## src/rtl/ts_tx_player_pkg.sv

```systemverilog
// Shared TS link definitions: idle/comma word, controller states and the
// {k,d} word layout used by both the transmit player and the receive spy.
package ts_tx_player_pkg;

    localparam logic [15:0] TS_IDLE_D = 16'h50BC;
    localparam logic [1:0]  TS_IDLE_K = 2'b01;

    localparam int D_LSB  = 0;
    localparam int D_W    = 16;
    localparam int K_LSB  = 16;
    localparam int K_W    = 2;
    localparam int WORD_W = K_W + D_W;

    typedef enum logic [1:0] {
        ST_IDLE = 2'd0,
        ST_PLAY = 2'd1,
        ST_TAIL = 2'd2
    } state_t;

    function automatic logic [WORD_W-1:0] pack_word(input logic [K_W-1:0] k,
                                                     input logic [D_W-1:0] d);
        return {k, d};
    endfunction

endpackage

```

## src/rtl/ts_tx_ram.sv

```systemverilog
// Pattern buffer: one write port, two registered read ports, read-before-write.
// Port B loads FILL instead of memory when not enabled so it can drive tx directly.
module ts_tx_ram #(
    parameter int           AW   = 6,
    parameter int           W    = 18,
    parameter logic [W-1:0] FILL = '0
) (
    input  logic          clk,
    input  logic          rst_n,
    input  logic          we,
    input  logic [AW-1:0] waddr,
    input  logic [W-1:0]  wdata,
    input  logic [AW-1:0] a_addr,
    output logic [W-1:0]  a_data,
    input  logic [AW-1:0] b_addr,
    input  logic          b_en,
    output logic [W-1:0]  b_data
);

    logic [W-1:0] mem [2**AW];

    always_ff @(posedge clk) begin
        if (we) mem[waddr] <= wdata;
    end

    always_ff @(posedge clk or negedge rst_n) begin
        if (!rst_n) begin
            a_data <= '0;
            b_data <= FILL;
        end else begin
            a_data <= mem[a_addr];
            b_data <= b_en ? mem[b_addr] : FILL;
        end
    end

endmodule

```

## src/rtl/ts_tx_player.sv

```systemverilog
// TS link pattern player: plays a software-loaded buffer once or in a loop,
// emitting the idle/comma word at all other times.
//
//   state   | meaning
//   --------+----------------------------------------------------
//   IDLE    | idle word on tx, waiting for start
//   PLAY    | buffer[rptr] loaded onto tx every edge
//   TAIL    | one-shot finished: back to idle word, pulse done
module ts_tx_player
    import ts_tx_player_pkg::*;
#(
    parameter int          AW     = 6,
    parameter logic [15:0] IDLE_D = TS_IDLE_D,
    parameter logic [1:0]  IDLE_K = TS_IDLE_K
) (
    input  logic              tx_clk,
    input  logic              rst_n,
    input  logic              wr_en,
    input  logic [AW-1:0]     wr_addr,
    input  logic [WORD_W-1:0] wr_data,
    input  logic [AW-1:0]     rd_addr,
    output logic [WORD_W-1:0] rd_data,
    input  logic              start,
    input  logic              stop,
    input  logic              loop,
    input  logic [AW-1:0]     last_addr,
    output logic [D_W-1:0]    tx_d,
    output logic [K_W-1:0]    tx_k,
    output logic              busy,
    output logic              done
);

    localparam logic [WORD_W-1:0] IDLE_WORD = pack_word(IDLE_K, IDLE_D);

    state_t            state;
    logic [AW-1:0]     rptr;
    logic [AW-1:0]     last_q;
    logic              loop_q;
    logic              play_rd;
    logic [WORD_W-1:0] tx_word;

    // The RAM's play port register is the tx register; it loads the idle
    // word on any edge where PLAY is not emitting a buffer entry.
    assign play_rd = (state == ST_PLAY) && !stop;

    ts_tx_ram #(
        .AW   (AW),
        .W    (WORD_W),
        .FILL (IDLE_WORD)
    ) u_ram (
        .clk    (tx_clk),
        .rst_n  (rst_n),
        .we     (wr_en),
        .waddr  (wr_addr),
        .wdata  (wr_data),
        .a_addr (rd_addr),
        .a_data (rd_data),
        .b_addr (rptr),
        .b_en   (play_rd),
        .b_data (tx_word)
    );

    assign tx_d = tx_word[D_LSB +: D_W];
    assign tx_k = tx_word[K_LSB +: K_W];

    always_ff @(posedge tx_clk or negedge rst_n) begin
        if (!rst_n) begin
            state  <= ST_IDLE;
            rptr   <= '0;
            last_q <= '0;
            loop_q <= 1'b0;
            busy   <= 1'b0;
            done   <= 1'b0;
        end else begin
            done <= 1'b0;
            case (state)
                ST_IDLE: begin
                    if (start && !stop) begin
                        last_q <= last_addr;
                        loop_q <= loop;
                        rptr   <= '0;
                        busy   <= 1'b1;
                        state  <= ST_PLAY;
                    end
                end
                ST_PLAY: begin
                    if (stop) begin
                        busy  <= 1'b0;
                        state <= ST_IDLE;
                    end else if (rptr == last_q) begin
                        if (loop_q) rptr <= '0;
                        else        state <= ST_TAIL;
                    end else begin
                        rptr <= rptr + 1'b1;
                    end
                end
                ST_TAIL: begin
                    busy  <= 1'b0;
                    done  <= 1'b1;
                    state <= ST_IDLE;
                end
                default: state <= ST_IDLE;
            endcase
        end
    end

endmodule

```

## config.mk

```make
export PLATFORM = sky130hd
export DESIGN_NAME = ts_tx_player
export DESIGN_NICKNAME = d
export VERILOG_FILES = /design/src/rtl/ts_tx_player_pkg.sv /design/src/rtl/ts_tx_ram.sv /design/src/rtl/ts_tx_player.sv
export SDC_FILE = /design/constraint.sdc
export NUM_CORES = 1
export LEC_CHECK = 0
export CAP_MARGIN = 20
export CORE_UTILIZATION = 55
export CTS_CLUSTER_DIAMETER = 80
export DETAILED_ROUTE_END_ITERATION = 10
export PLACE_DENSITY_LB_ADDON = 0.1
export SLEW_MARGIN = 20
export SYNTH_ARGS = -nofsm -noshare
export SYNTH_HDL_FRONTEND = slang
export SYNTH_SLANG_ARGS = --single-unit
```

## constraint.sdc

```tcl
create_clock -name tx_clk -period 3.05 [get_ports tx_clk]
set_input_delay 0.61 -clock tx_clk [delete_from_list [all_inputs] [get_ports tx_clk]]
set_output_delay 0.61 -clock tx_clk [all_outputs]
set_load 0.01 [all_outputs]
```

==> After elaboration in Yosys (flattened, before gate mapping) <==
Memories as Yosys holds them, arrays and structs flattened. A register that Yosys moved wholly into a read port is not among the register bits.
Index checks and enable logic that the tools add are counted.
{ "classes": {"n_addsub": 1, "n_eq_ne": 9, "muxes": 17, "n_reduce_logical": 11} }
{ "ops": {"columns": ["operator", "n"], "rows": [
  ["$mux 6", 4],
  ["$mux 18", 1],
  ["$pmux 6 s2", 1],
  ["$mux 2", 4],
  ["$add 6x1->6 const B", 1],
  ["$eq 6x6->1", 1],
  ["$ne 2x2->1 const B", 3],
  ["$ne 3x3->1 const B", 2],
  ["$reduce_and 3->1", 2],
  ["$mux 1", 5],
  ["$pmux 2 s2", 1],
  ["$reduce_and 4->1", 1],
  ["$ne 3x2->1 const B", 1],
  ["$pmux 1 s3", 1],
  ["$reduce_bool 3->1", 1],
  ["$eq 2x1->1 const B", 1],
  ["$eq 2x2->1 const B", 1],
  ["$logic_and 1x1->1", 2],
  ["$logic_not 1->1", 2],
  ["$logic_not 2->1", 1],
  ["$reduce_and 2->1", 1],
  ["$reduce_bool 2->1", 1]
]} }
{ "totals": {"reg_bits": 35, "mem_bits_rw": 1152, "inputBits": 42, "out_inout_bits": 38, "wordCells": 46, "n_memories": 1} }
{ "mem_list": {"columns": ["name", "depth", "width", "read_ports", "rd_ports_with_merged_regs", "write_ports", "line_no", "text"], "rows": [
  ["u_ram.mem", 64, 18, 2, 1, 1, "ts_tx_ram.sv:20", "logic [W-1:0] mem [2**AW];"]
]} }

==> Depth between registers and ports, before layout <==
Gate-level depths: netlist (run 1).
{ "depth": {"ltp_word": 4, "ltp_mapped": 9, "mapped_depth_nobuf": 7} }

==> By module <==
A second synthesis (run 1) with hierarchy kept.
{ "unflattened": {"cells_unflattened": 2657, "area_unflattened_um2": 55141.6} }
{ "by_module_without_submodules": {"columns": ["mod", "n_inst", "cells_per_inst", "area_each_um2", "seq_area_each_um2"], "rows": [
  ["ts_tx_ram", 1, 2562, 54169.5, 35504.1],
  ["ts_tx_player", 1, 95, 972.2, 425.4]
]} }

==> Worst setup path before layout (run 1) <==
Ideal clock, no wire load.
{ "synth_timing": {"path_type": "input port to flip-flop", "from": "input port wr_addr[3]", "to": "memory u_ram.mem[48][0] (enable)", "setup_ps": 416, "arrival_time_ps": 2364, "t_required_ps": 2634, "slack_ps": 270, "stages": 4, "n_path_buf": 1, "path_cell_list": "clkbuf_1 -> nor2b_1 -> nand4b_1 -> nor3_1"} }
{ "synth_lines": {"columns": ["element", "line_no", "text"], "rows": [
  ["start, declared", "ts_tx_player.sv:19", "input logic [AW-1:0] wr_addr,"],
  ["end, declared", "ts_tx_ram.sv:20", null]
]} }
No word-level cell before the write port.

==> Final worst setup path (run 1) <==
{ "layout_timing": {"from": "register rptr[0]", "to": "register u_ram.b_data[5]"} }
{ "layout_between": {"elab_chain_cells": 2} }
{ "layout_rtl": {"columns": ["element", "line_no", "text"], "rows": [
  ["start, declared", "ts_tx_player.sv:36", "logic [AW-1:0] rptr;"],
  ["start signal, assigned", "ts_tx_player.sv:94", "rptr <= rptr + 1'b1;"],
  ["$mem_v2 64x18", null, null],
  ["$mux 18", "ts_tx_ram.sv:32", "b_data <= b_en ? mem[b_addr] : FILL;"],
  ["end signal, assigned", "ts_tx_ram.sv:32", null],
  ["end, declared", "ts_tx_ram.sv:17", "output logic [W-1:0] b_data"]
]} }
No other way between the ends.
A chain may end at the register's enable or synchronous reset.

==> results of run 1 <==
[sequential cells by signal, indices dropped and copies added, names as in the netlist]
| register | cells |
|---|---|
| u_ram.b_data | 18 |
| u_ram.mem | 1152 |
| loop_q | 1 |
| busy | 1 |
| last_q | 6 |
| rptr | 6 |
| state | 2 |
| u_ram.a_data | 18 |
| done | 1 |
[timing repair]
action,CTS,global route
hold buffers,0,0
endpoints found under the setup margin,1,0
resized for setup,1,0
[power by group]
part / internal, mW / switching (mW) / leakage, nW
Sequential: 18.4 / 0.266 / 11.0
Clock: 9.70 / 6.57 / 2.17
Combinational: 4.88 / 4.94 / 7.68
[metrics by stage]
stage	TNS (ns)	instance area [sq um]	power (mW)
3_5_place_dp	-0.136	60400	28.8
5_1_grt	0	64800	45.9
4_1_cts	0	64800	44.9
2_1_floorplan	0	55000	25.1
3_3_place_gp	-0.124	60400	28.7
6_report	0	64800	44.8
[final timing paths]
path                            startpoint               to  slack (ns)  cells past startpoint
min in group tx_clk             wr_data[2]  u_ram.mem[0][2]        0.17                      1
worst min register to register   last_q[1]        last_q[1]        0.54                      1
worst max register to register     rptr[0]  u_ram.b_data[5]        0.14                      6
worst min-delay path                 rst_n  u_ram.b_data[6]       0.007                      1
max in group asynchronous            rst_n          rptr[0]        2.28                      1
worst max-delay path               rptr[0]  u_ram.b_data[5]        0.14                      6
[cell type report]
cell class | instances | area share [%]
Clock buffer | 175 | 5.68
Clock inverter | 67 | 1.16
Inverter | 14 | 0.0849
Multi-Input combinational cell | 1163 | 28.0
Sequential cell | 1205 | 55.4
Tap cell | 1287 | 2.48
Timing Repair Buffer | 429 | 7.13
[logic make-up after synthesis]
family	share of synthesized area [%]
flops	65.3
mux	27.8
compound gates	2.98
buf+inv	1.96
simple gates	1.71
xor+xnor	0.0955
fa+ha+maj	0.0910
[metal layers]
layer | global-route usage, % | part of all wire (%) | vias to the layer above
met5 | 0 | 0.043 | -
met4 | 18.2 | 5.8 | 12
met3 | 7.80 | 11 | 378
met2 | 54.0 | 48 | 2202
met1 | 46.7 | 36 | 17000
li1 | - | - | 12100
[critical path, stage by stage, from the launching register on]
cell and delay [ns]:
dfrtp_4 0.53, buf_12 0.23, mux4_2 0.53, a22o_1 0.31, a221oi_1 0.65, o22ai_1 0.27, a211o_1 0.32
[Yosys cell counts (all sizes together), types with 9 or more instances]
master	instances	area, sq um
a211oi	14	105
a21oi	26	130
a221oi	19	166
a22o	16	140
a22oi	45	338
buf	137	787
clkbuf	63	236
dfrtp	45	1130
edfxtp	1152	34600
inv	13	48.8
mux2	17	191
mux2i	69	691
mux4	641	14400
nand2	46	173
nand2b	9	56.3
nand3	21	105
nor2	77	289
nor2b	23	144
o211ai	10	75.1
o21ai	19	95.1
o221ai	14	123
o22ai	24	150
o31ai	13	97.6
==> qor.yml, run 1 <==
drc: 0
synthFlopType: "edfxtp_1"
hold_slack_ns: 0.00703
numCtsBuffers: 131
min_period_ns: 2.91
initial_core_util_pct: 55.7
boundaryPins: 80
multi_input_area_sq_um: 18200
drt_first_pass_iters: 6
final_common_cell: "edfxtp_1"
post_cts_buffers: 0
critPathMaxFanout: 16
syn_area_per_cell_sq_um: 21.3
syn-num-nets: 2628
timing.max_cap.violations: 0
status: "finished, final reports clean"
synth-warning-count: 0
cts-root-buf: "clkbuf_16"
rsz0062_at_grt: "false"
cts_tree: "yes"
critPathArrivalTime_ns: 3.59
drt_wl_total_mm: 173
clk_latency_ns: 0.75
dpl.hpwl_mm: 117
layout_setup_ws_ns: 0.139
n_antenna_cell: 0
pre_cts_slack_ns: -0.0938
antenna_found_initial: 12
grt_max_degree: 65
cts_sinks: 1205
die_height_um: 318
cp-start-kind: "flip-flop"
rows: 115
period_share_pct: 95.4
vias_per_cell: 7.30
grt_pass1_wl_mm: 242
critical_path_class: "flip-flop to flip-flop"
vias: 31700
hold_violations: 0
final_cells: 4340
final_core_util_pct: 65.7
cp.required_ns: 3.73
irDropWorstVdd_uv: 489
drt-initial-drc-count: 4675
p_leak_nw: 20.9
core_area_sq_um: 98700
synth_area_sq_um: 55000
h-tree-depth: 4
seqCellArea_sq_um: 35900
synth.distinct_cells: 48
clk_pin_slew_ns: 0.06
die_x_um: 318
hold_path.class: "input pin to asynchronous set/reset pin"
track_usage_pct: 34.8
wl_per_cell_um: 39.8
grt_pass1_vias: 31800
fmax_mhz: 344
cp-end-kind: "flip-flop"
async_flop_share_pct: 4.40
io_buffers: 79
syn2layout_area_growth_pct: 17.9
pwr_density_cell_nw_per_um2: 690
nFillCells: 6475
slew_headroom_pct: 30.6
die_area_sq_um: 101000
gp_congestion: 0.958
dp_cells: 4098
synth_edf_count: 1152
synthesis.instances: 2582
grt_overflow: 0
fin_worst_skew_ns: 0.0315
ys_ff_latch: 1205
seq_area_frac_synth_pct: 65.3
setup_viol: 0
tightest_slew_ns: 1.04
drive_gt1_share_pct: 43.3
maxSlewViolCount: 0
ant_nets: 0
nets: 2990
clock_path_buffers: 3
most-common-layout-cells: "edfxtp_1, mux4_2, buf_4"
Note: power is estimated with default switching activity, not from simulation.
==> run 2, diff against run 1 <==
Settings changed: CTS_BUF_LIST from default to sky130_fd_sc_hd__clkbuf_4.
==> qor.yml, run 2 (same netlist as run 1, synthesis figures left out) <==
status: "finished, final reports clean"
cts_sinks: 1205  # unchanged
cts_tree: "yes"
wl_per_cell_um: 37.3  # -6.3%
track_usage_pct: 35.2  # +0.35 points
drc: 0  # unchanged
maxSlewViolCount: 0  # unchanged
gp_congestion: 0.958  # unchanged
pre_cts_slack_ns: -0.0938  # unchanged
min_to: "last_q[3]"
path_delay_family: "buffers and inverters"
die_x_um: 318  # unchanged
hold_path.class: "input pin to flip-flop"
critPathArrivalTime_ns: 2.37  # -1.22 ns
setup_viol: 0  # unchanged
nets: 3210  # +7.4%
vias: 32800  # +3.7%
drt_first_pass_iters: 6  # unchanged
drt-initial-drc-count: 4801  # +2.7%
pwr_density_cell_nw_per_um2: 659  # -4.5%
power.share.clock_pct: 33.1  # -3.3 points
cts-root-buf: "clkbuf_4"
rows: 115  # unchanged
hold_depth: 2
rr_worst_depth: 6  # unchanged
dpl.hpwl_mm: 117  # unchanged
irDropWorstVdd_uv: 390  # -20%
core_area_sq_um: 98700  # unchanged
intPower_mw: 30.8  # -6.5%
h-tree-depth: 5  # +1
final_common_cell: "edfxtp_1"
p_seq_share_pct: 43.8  # +2.1 points
syn2layout_area_growth_pct: 17.5
tightest_slew_ns: 0.986  # -0.0545 ns
largest_register_ffs: 1152  # unchanged
initial_core_util_pct: 55.7  # unchanged
most-common-layout-cells: "edfxtp_1, mux4_2, clkbuf_4"
boundaryPins: 80  # unchanged
critPathMaxFanout: 1  # -15
fmax_mhz: 336  # -2.3%
grt_pass1_wl_mm: 246  # +1.4%
clk_latency_ns: 1.20  # +0.45 ns
p_leak_nw: 21.2  # +1.6%
reg2reg_slack_ns: 0.09  # -0.05 ns
fin_worst_skew_ns: 0.0797  # +0.0482 ns
reg2reg_from: "rptr[0]"
layout_setup_ws_ns: 0.0712  # -0.0676 ns
drt_wl_total_mm: 175  # +1.1%
finalPower_mw: 42.6  # -4.8%
rsz0062_at_grt: "false"
top_register: "u_ram.mem"
grt_overflow: 0  # unchanged
swShare_pct: 27.6  # +1.3 points
cp_slowest_cell: "clkdlybuf4s50_1"
reg.largest.list: "u_ram.mem: 1152 flops, u_ram.a_data: 18 flops, u_ram.b_data: 18 flops"
cp-start-kind: "flip-flop"
hold_violations: 0  # unchanged
clk_pin_slew_ns: 0.07  # about the same
slew_headroom_pct: 34.3  # +3.6 points
hold_slack_ns: 0.0917  # +0.0846 ns
clock_path_buffers: 4  # +1
ant_nets: 0  # unchanged
combPwrFrac_pct: 23.1  # +1.2 points
io_buffers: 79  # unchanged
period_share_pct: 97.7  # +2.2 points
timing.max_cap.violations: 0  # unchanged
cp-end-kind: "output pin"
path_buf_inv: 1  # unchanged
cp.required_ns: 2.44  # -1.29 ns
cpPeakStageDelay_ns: 0.61  # -0.04 ns
min_from: "last_addr[3]"
nFillCells: 6663  # +2.9%
numCtsBuffers: 328  # +150%
vias_per_cell: 7.02  # -3.8%
min_period_ns: 2.98  # +0.0676 ns
crit_path_cell_trace: "clkdlybuf4s50_1"
critical_path_class: "flip-flop to output pin"
antenna_found_initial: 9  # -3
rr_endpoint: "u_ram.b_data[5]"
die_height_um: 318  # unchanged
grt_pass1_vias: 33700  # +6.1%
die_area_sq_um: 101000  # unchanged
grt_max_degree: 65  # unchanged
drive_gt1_share_pct: 47.9  # +4.6 points
switchingPower_mw: 11.8  # about the same
## run 2: worst max path at each step
stage / startpoint / to / slack [ns] / cells past startpoint
global route: u_ram.a_data[10] / rd_data[10] / 0.006 / 1
global placement: rptr[0] / u_ram.b_data[14] / -0.08 / 6
finish: u_ram.b_data[9] / tx_d[9] / 0.07 / 1
detailed placement: rd_addr[0] / u_ram.a_data[10] / -0.09 / 8
CTS: u_ram.b_data[16] / tx_k[0] / 0.02 / 1
floorplan: wr_addr[3] / u_ram.mem[48][0] / 0.27 / 4
## run 2: final cells by class
class | count | area [sq um] | share of cell area, %
repair buffers | 452 | 4850 | 7.51
multi-input cells | 1163 | 18200 | 28.1
flip-flops and latches | 1205 | 35900 | 55.6
clock buffers | 484 | 3630 | 5.62
well taps | 1287 | 1610 | 2.49
diodes | 5 | 12.5 | 0.0194
clock inverters | 69 | 374 | 0.579
inverters | 14 | 55.1 | 0.0852
## run 2: power groups by stage
stage | combinational [mW] | sequential, mW | clock [mW]
6_report | 9.83 | 18.7 | 14.1
2_1_floorplan | 6.21 | 18.9 | 0
5_1_grt | 10.2 | 18.7 | 15.2
4_1_cts | 9.84 | 18.7 | 14.3
3_5_place_dp | 9.79 | 19.0 | 0
3_3_place_gp | 9.70 | 19.0 | 0
## run 2: repair_timing
action | CTS | global route
setup endpoints to repair | 2 | 0
setup buffers | 0 | 0
hold buffers | 22 | 1
resized for setup | 2 | 0
hold endpoints to repair | 441 | 16
## run 2: per-stage QoR
| step | setup TNS [ns] | utilization, % | instances | area [sq um] |
|---|---|---|---|---|
| finish | 0 | 65.5 | 4679 | 64700 |
| floorplan | 0 | - | 2582 | 55000 |
| global route | 0 | 65.5 | 4677 | 64600 |
| detailed placement | -0.136 | 61.2 | 4098 | 60400 |
| global placement | -0.124 | 61.2 | 4098 | 60400 |
| CTS | 0 | 65.5 | 4673 | 64600 |
## run 2: per-layer routing
| metal | GRT usage (%) | routed length, um | up-vias |
|---|---|---|---|
| met4 | 18.6 | 9410 | 6 |
| met5 | 0 | 35 | - |
| met1 | 46.4 | 61000 | 17300 |
| met3 | 8.90 | 20500 | 407 |
| li1 | - | - | 12800 |
| met2 | 54.5 | 83800 | 2421 |
